`config.mk`:
```
export PLATFORM = sky130hd
export DESIGN_NAME = deserializador32_flat
export DESIGN_NICKNAME = d
export VERILOG_FILES = /design/src/rtl/deserializador32_pkg.sv /design/src/rtl/deserializador32_if.sv /design/src/rtl/deserializador32_contador_frame.sv /design/src/rtl/deserializador32.sv /design/src/flat_wrapper.sv
export SDC_FILE = /design/constraint.sdc
export NUM_CORES = 1
export LEC_CHECK = 0
export ABC_AREA = 1
export BUFFER_PORTS_ARGS = -buffer_cell sky130_fd_sc_hd__buf_2
export CAP_MARGIN = 20
export CORE_ASPECT_RATIO = 1.2
export CORE_MARGIN = 3
export CORE_UTILIZATION = 60
export DETAILED_ROUTE_END_ITERATION = 7
export GPL_TIMING_DRIVEN = 0
export PLACE_DENSITY_LB_ADDON = 0.12
export SYNTH_ARGS = -nofsm -noshare
export SYNTH_HDL_FRONTEND = slang
export SYNTH_HIERARCHICAL = 1
export SYNTH_SLANG_ARGS = --single-unit
```
`constraint.sdc`:
```
create_clock -name CLK -period 4.95 [get_ports CLK]
set_clock_uncertainty 0.1 [all_clocks]
set_input_delay 0.99 -clock CLK [delete_from_list [all_inputs] [get_ports CLK]]
set_output_delay 0.99 -clock CLK [all_outputs]
set_load 0.01 [all_outputs]
```
`src/rtl/deserializador32_pkg.sv`:
```
// deserializador32_pkg: encodings shared by the shift register, the
// deserializer, the probador and the verificador.
//   MODO_*  : control bus mode encodings
//   ST_*    : deserializer FSM state encodings
//   DIR_*   : shift direction (1 = left / MSB first, 0 = right / LSB first)
//   ctrl_t / decodeCtrl : decoded view of ENB+MODO as seen by the consumer
package deserializador32_pkg;

  localparam logic [1:0] MODO_SHIFT = 2'b00;
  localparam logic [1:0] MODO_ROT   = 2'b01;
  localparam logic [1:0] MODO_LOAD  = 2'b10;
  localparam logic [1:0] MODO_HOLD  = 2'b11;

  localparam logic [0:0] ST_IDLE = 1'b0;
  localparam logic [0:0] ST_RECV = 1'b1;

  localparam logic DIR_LEFT  = 1'b1;
  localparam logic DIR_RIGHT = 1'b0;

  typedef struct packed {
    logic capture;  // one serial bit leaves the register this cycle
    logic load;     // register is being parallel-loaded
  } ctrl_t;

  // Rotate and hold never consume the serial output, so they decode to idle.
  function automatic ctrl_t decodeCtrl(input logic enb, input logic [1:0] modo);
    ctrl_t c;
    c.capture = enb && (modo == MODO_SHIFT);
    c.load    = enb && (modo == MODO_LOAD);
    return c;
  endfunction

endpackage

```
`src/rtl/deserializador32_if.sv`:
```
// deserializador32_if: control/serial inputs and word/status outputs of the
// deserializer.
//   ENB, MODO, DIR, S_IN : same control bus that drives the shift register
//   Q, VALID             : completed word and its one-cycle strobe
//   CNT                  : bits captured in the current frame
//   ALERTA               : one-cycle frame-error pulse
//   PAR                  : parity of Q (only with DESER_PARITY_EN)
// master = stimulus side, slave = deserializer.
interface deserializador32_if #(
  parameter int WIDTH = 32,
  parameter int CW    = 6
);
  logic             ENB;
  logic [1:0]       MODO;
  logic             DIR;
  logic             S_IN;
  logic [WIDTH-1:0] Q;
  logic             VALID;
  logic [CW-1:0]    CNT;
  logic             ALERTA;
`ifdef DESER_PARITY_EN
  logic             PAR;

  modport master (output ENB, MODO, DIR, S_IN, input Q, VALID, CNT, ALERTA, PAR);
  modport slave  (input ENB, MODO, DIR, S_IN, output Q, VALID, CNT, ALERTA, PAR);
`else
  modport master (output ENB, MODO, DIR, S_IN, input Q, VALID, CNT, ALERTA);
  modport slave  (input ENB, MODO, DIR, S_IN, output Q, VALID, CNT, ALERTA);
`endif
endinterface

```
`src/rtl/deserializador32_contador_frame.sv`:
```
// contador_frame: CW-bit frame bit counter.
//   CLK, RST_L : clock, asynchronous active-low reset
//   clr, inc   : clear and increment; both together restart the count at 1
//   cnt        : current count
//   term       : cnt == WIDTH-1 (next capture completes the word)
module contador_frame #(
  parameter int WIDTH = 32,
  parameter int CW    = 6
) (
  input  logic          CLK,
  input  logic          RST_L,
  input  logic          clr,
  input  logic          inc,
  output logic [CW-1:0] cnt,
  output logic          term
);

  always_ff @(posedge CLK or negedge RST_L) begin
    if (!RST_L)
      cnt <= '0;
    else if (clr || inc)
      cnt <= (clr ? '0 : cnt) + CW'(inc);
  end

  assign term = (cnt == CW'(WIDTH - 1));

endmodule

```
`src/rtl/deserializador32.sv`:
```
// deserializador32: rebuilds parallel words from the shift register's serial
// output, following the same ENB/MODO/DIR bus that drives the register.
//   CLK, RST_L : clock shared with the register, asynchronous active-low reset
//   bus        : deserializador32_if slave (ENB, MODO, DIR, S_IN in;
//                Q, VALID, CNT, ALERTA [, PAR] out)
// Optional feature: define DESER_PARITY_EN to add PAR = ^Q, updated with VALID.
// WIDTH must be >= 2 and 2**CW > WIDTH.
module deserializador32
  import deserializador32_pkg::*;
#(
  parameter int WIDTH = 32,
  parameter int CW    = 6
) (
  input logic                CLK,
  input logic                RST_L,
  deserializador32_if.slave  bus
);

  logic [0:0]       state, stateNext;
  logic             dirF;
  logic [WIDTH-1:0] acc, accNext, q;
  logic             valid, alerta;
  logic             cntClr, cntInc, term;
  logic             doWord, doAlert, doDiscard, setDir;
  logic [CW-1:0]    cnt;
  ctrl_t            ctrl;

  assign ctrl    = decodeCtrl(bus.ENB, bus.MODO);
  assign accNext = (bus.DIR == DIR_LEFT) ? {acc[WIDTH-2:0], bus.S_IN}
                                         : {bus.S_IN, acc[WIDTH-1:1]};

  always_comb begin
    stateNext = state;
    cntClr    = 1'b0;
    cntInc    = 1'b0;
    doWord    = 1'b0;
    doAlert   = 1'b0;
    doDiscard = 1'b0;
    setDir    = 1'b0;
    if (state == ST_IDLE) begin
      if (ctrl.capture) begin
        cntInc    = 1'b1;
        setDir    = 1'b1;
        stateNext = ST_RECV;
      end
    end else begin
      if (ctrl.capture) begin
        // A direction flip wins over completion: the old frame is corrupt
        // and this bit opens a new one.
        if (bus.DIR != dirF) begin
          doAlert = 1'b1;
          cntClr  = 1'b1;
          cntInc  = 1'b1;
          setDir  = 1'b1;
        end else if (term) begin
          doWord    = 1'b1;
          cntClr    = 1'b1;
          stateNext = ST_IDLE;
        end else begin
          cntInc = 1'b1;
        end
      end else if (ctrl.load) begin
        doAlert   = 1'b1;
        doDiscard = 1'b1;
        cntClr    = 1'b1;
        stateNext = ST_IDLE;
      end
    end
  end

  contador_frame #(.WIDTH(WIDTH), .CW(CW)) uCnt (
    .CLK   (CLK),
    .RST_L (RST_L),
    .clr   (cntClr),
    .inc   (cntInc),
    .cnt   (cnt),
    .term  (term)
  );

  always_ff @(posedge CLK or negedge RST_L) begin
    if (!RST_L) begin
      state  <= ST_IDLE;
      dirF   <= DIR_RIGHT;
      acc    <= '0;
      q      <= '0;
      valid  <= 1'b0;
      alerta <= 1'b0;
    end else begin
      state  <= stateNext;
      valid  <= doWord;
      alerta <= doAlert;
      if (setDir)
        dirF <= bus.DIR;
      // Stale bits left in acc by a restarted frame are shifted out before
      // the word completes, so acc never needs clearing on capture.
      if (doDiscard)
        acc <= '0;
      else if (ctrl.capture)
        acc <= accNext;
      if (doWord)
        q <= accNext;
    end
  end

`ifdef DESER_PARITY_EN
  logic par;
  always_ff @(posedge CLK or negedge RST_L) begin
    if (!RST_L)
      par <= 1'b0;
    else if (doWord)
      par <= ^accNext;
  end
  assign bus.PAR = par;
`endif

  assign bus.Q      = q;
  assign bus.VALID  = valid;
  assign bus.CNT    = cnt;
  assign bus.ALERTA = alerta;

endmodule

```
`src/flat_wrapper.sv`:
```
// flat-port wrapper written by rule: the top's interface ports become plain ports
module deserializador32_flat import deserializador32_pkg::*;
#(
  parameter int WIDTH = 32,
  parameter int CW    = 6
)
  (CLK, RST_L, bus_ENB, bus_MODO, bus_DIR, bus_S_IN, bus_Q, bus_VALID, bus_CNT, bus_ALERTA);
  deserializador32_if #(.WIDTH(WIDTH), .CW(CW)) bus_i ();
  input logic CLK;
  input logic RST_L;
  input wire logic [$bits(bus_i.ENB)-1:0] bus_ENB;
  input wire logic [$bits(bus_i.MODO)-1:0] bus_MODO;
  input wire logic [$bits(bus_i.DIR)-1:0] bus_DIR;
  input wire logic [$bits(bus_i.S_IN)-1:0] bus_S_IN;
  output wire logic [$bits(bus_i.Q)-1:0] bus_Q;
  output wire logic [$bits(bus_i.VALID)-1:0] bus_VALID;
  output wire logic [$bits(bus_i.CNT)-1:0] bus_CNT;
  output wire logic [$bits(bus_i.ALERTA)-1:0] bus_ALERTA;
  assign bus_i.ENB = bus_ENB;
  assign bus_i.MODO = bus_MODO;
  assign bus_i.DIR = bus_DIR;
  assign bus_i.S_IN = bus_S_IN;
  assign bus_Q = bus_i.Q;
  assign bus_VALID = bus_i.VALID;
  assign bus_CNT = bus_i.CNT;
  assign bus_ALERTA = bus_i.ALERTA;
  deserializador32 #(.WIDTH(WIDTH), .CW(CW)) u_core (.CLK(CLK), .RST_L(RST_L), .bus(bus_i));
endmodule
```
==> qor.csv <==
metric;value;unit
power.density;289;mW/mm^2
power_frac_clock;38.3;%
cts_buffer_depth;2;
final_max_slew_viol_count;0;
min_path_type;flop to flop;
ys_ff_latch;74;
die-area;0.00765;sq mm
antenna_violating_nets_post_route;0;
floorplan.rows;31;
instance_area_at_placement;0.00433;sq mm
share_comb_of_total_power;11.7;%
dr.first_iter.drc_count;275;
clock_latency;0.35;ns
detailedRoute.firstPassIterationCount;5;
design.final.nets;545;
most-common-layout-cells;150 x nand2_1, 74 x dfrtp_1, 58 x inv_1;
power.sequential.fraction;50.1;%
outcome;complete, no violations;
synthesis.nets;488;
switching_share;26.4;%
synthesis.area;0.00398;sq mm
p_switching;0.347;mW
pin_count;47;
min_period;2.85;ns
clkSinkCount;74;
postCtsResizedCells;0;
p_total;1.31;mW
synth_warnings;6;
cts-hold-fix-buffers;0;
drc;0;
period_share;57.6;%
tightestPinTransition;0.797;ns
yosysSeqAreaShare;46.5;%
grt_pass1_vias;3314;
cts_root_buf;clkbuf_8;
synth_cell_types;31;
reg2reg_slack;2.14;ns
post_synth.cell_area_avg;8.31;sq um
int_pwr;0.967;mW
worst_hold_slack;0.404;ns
timing.setup.critical_path_class;primary input to flop;
worst_setup_hold_path_clk_slew;0.07;ns
dp_hpwl;6050;um
grt.overflow.total;0;
cts_max_level;3;
power.ir.vdd_worst;0.194;mV
tritoncts_clock_tree;built;
grt_antenna_before_repair;0;
chipWidth;80.4;um
post-cts-setup-buffer-count;0;
drive_gt1_share;22.7;%
place_inst;607;
grtUsageTotal;25.3;%
crit_required;5.09;ns
most_frequent_standard_cell_in_the_layout_excluding_fill_and_tap_cells;nand2_1;
numPortBuffers;45;
die_boundary_height;95.2;um
postRouteWirelength;8650;um
routedWlPerCell;13.9;um
fillerInstances;501;
antenna_cells;0;
timing.critical_path.arrival;3.00;ns
stdcell_count;623;
initial_core_util;63.7;%
syn_inst_count;479;
critical_path.max_fanout;7;
route.detailed.vias_per_inst;5.39;
final.setup.tns;0;ns
layout.cell_area.non_filler;0.00454;sq mm
unrepaired_setup_endpoints_after_global_routing;false;
setup_viol_count_final;0;
syn2layout_area_growth;14.1;%
synth_largest_type_area_fraction;46.5;%
timing.max_cap.violations;0;
design.core.area;0.00624;sq mm
synth_top_cell_by_area;dfrtp_1;
grt_max_degree;39;
power.static_leakage;2.28;nW
synth_area_leaders;dfrtp_1 47%, nand2_1 14%, nand3_1 7.2%, inv_1 5.5%, o21bai_1 5.3%;
vias;3355;
max_freq;0.351;GHz
timing_hold_violations_final;0;
critical_path.startpoint_type;primary input;
endpoint_kind;flop;
finalWeightedCongestion;0.829;
grt_pass1_wl;15000;um
numCtsBuffers;9;
worst_slew_margin_rel;46.4;%
-- synth_stat cells --
master	number
a21boi_0	1
o21bai_2	4
nand2_4	5
clkinv_1	1
o22ai_1	1
inv_2	3
dfrtp_1	74
buf_6	12
nor2_2	2
ha_1	2
inv_4	1
o21ai_0	33
o21ai_1	1
clkbuf_1	1
o21bai_1	28
inv_1	58
buf_2	7
nor3_1	1
nor2_8	1
nand2_2	3
nand3_1	57
nand3_4	2
nand4_1	1
nand3b_1	1
clkinv_4	1
buf_4	8
nand3_2	10
nand2_1	150
nor2_4	4
xnor2_1	1
nor2_1	5
-- power by group through the flow --
stage	Sequential (mW)	Clock [mW]	Combinational [mW]
final	0.658	0.503	0.153
after global routing	0.662	0.533	0.175
after CTS	0.658	0.515	0.154
after detailed placement	0.669	0	0.153
after global placement	0.668	0	0.146
after floorplan	0.669	0	0.0981
-- registers in the layout, summed over array words and instances (netlist names) --
name / cells
u_core/uCnt/cnt: 6
u_core/state: 1
u_core/acc: 32
u_core/bus.ALERTA: 1
u_core/bus.VALID: 1
u_core/dirF: 1
u_core/bus.Q: 32
-- per-stage QoR --
step | util [%] | setup slack, ns
floorplan | - | 1.99
global placement | 69.0 | 1.76
detailed placement | 69.3 | 1.76
CTS | 72.7 | 2.12
global route | 72.7 | 1.87
finish | 72.7 | 2.10
-- critical path, stage by stage --
cell	delay [ns]
buf_4	0.14
inv_2	0.13
nand2_4	0.08
nand2_4	0.10
nor2_1	0.04
a21boi_0	0.64
nor2_1	0.12
ha_1	0.23
ha_1	0.18
inv_1	0.09
nor2_4	0.05
nand2_1	0.06
nand2_1	0.04
nand2_1	0.05
inv_1	0.03
-- per-layer routing --
metal / track usage (%) / share of wire [%] / vias up
met4: 15.1 / 2.9 / 0
li1: - / - / 1620
met2: 42.1 / 50 / 123
met3: 3.21 / 5.5 / 26
met5: 0 / 0 / -
met1: 31.3 / 42 / 1586
-- cells by family (layout without fill, tap and decap cells) --
kind of cell	after synthesis	count (layout)	share of synthesized area [%]
compound gates	68	68	11.0
xor+xnor	1	1	0.220
fa+ha+maj	2	2	0.629
buf+inv	92	154	12.1
flops	74	74	46.5
simple gates	242	242	29.5
-- worst paths after layout --
check	start	end	cells past startpoint
setup / recovery	bus_DIR	u_core/uCnt/cnt[4]	15
hold / removal	u_core/acc[2]	u_core/acc[2]	2
setup reg to reg	u_core/uCnt/cnt[3]	u_core/uCnt/cnt[4]	13
hold reg to reg	u_core/acc[2]	u_core/acc[2]	2
max in group asynchronous	RST_L	u_core/bus.Q[21]	2
min in group asynchronous	RST_L	u_core/bus.Q[7]	1
-- cell type report --
cell class                      count  area (sq um)  share of cell area [%]
Sequential cell                    74          1850                    40.8
Inverter                           64           248                    5.46
Clock inverter                      5          78.8                    1.74
Timing Repair Buffer               46           248                    5.46
Tap cell                           82           103                    2.26
Buffer                             28           234                    5.15
Multi-Input combinational cell    313          1650                    36.3
Clock buffer                       11           131                    2.89
Power figures use the tool's default switching activity.
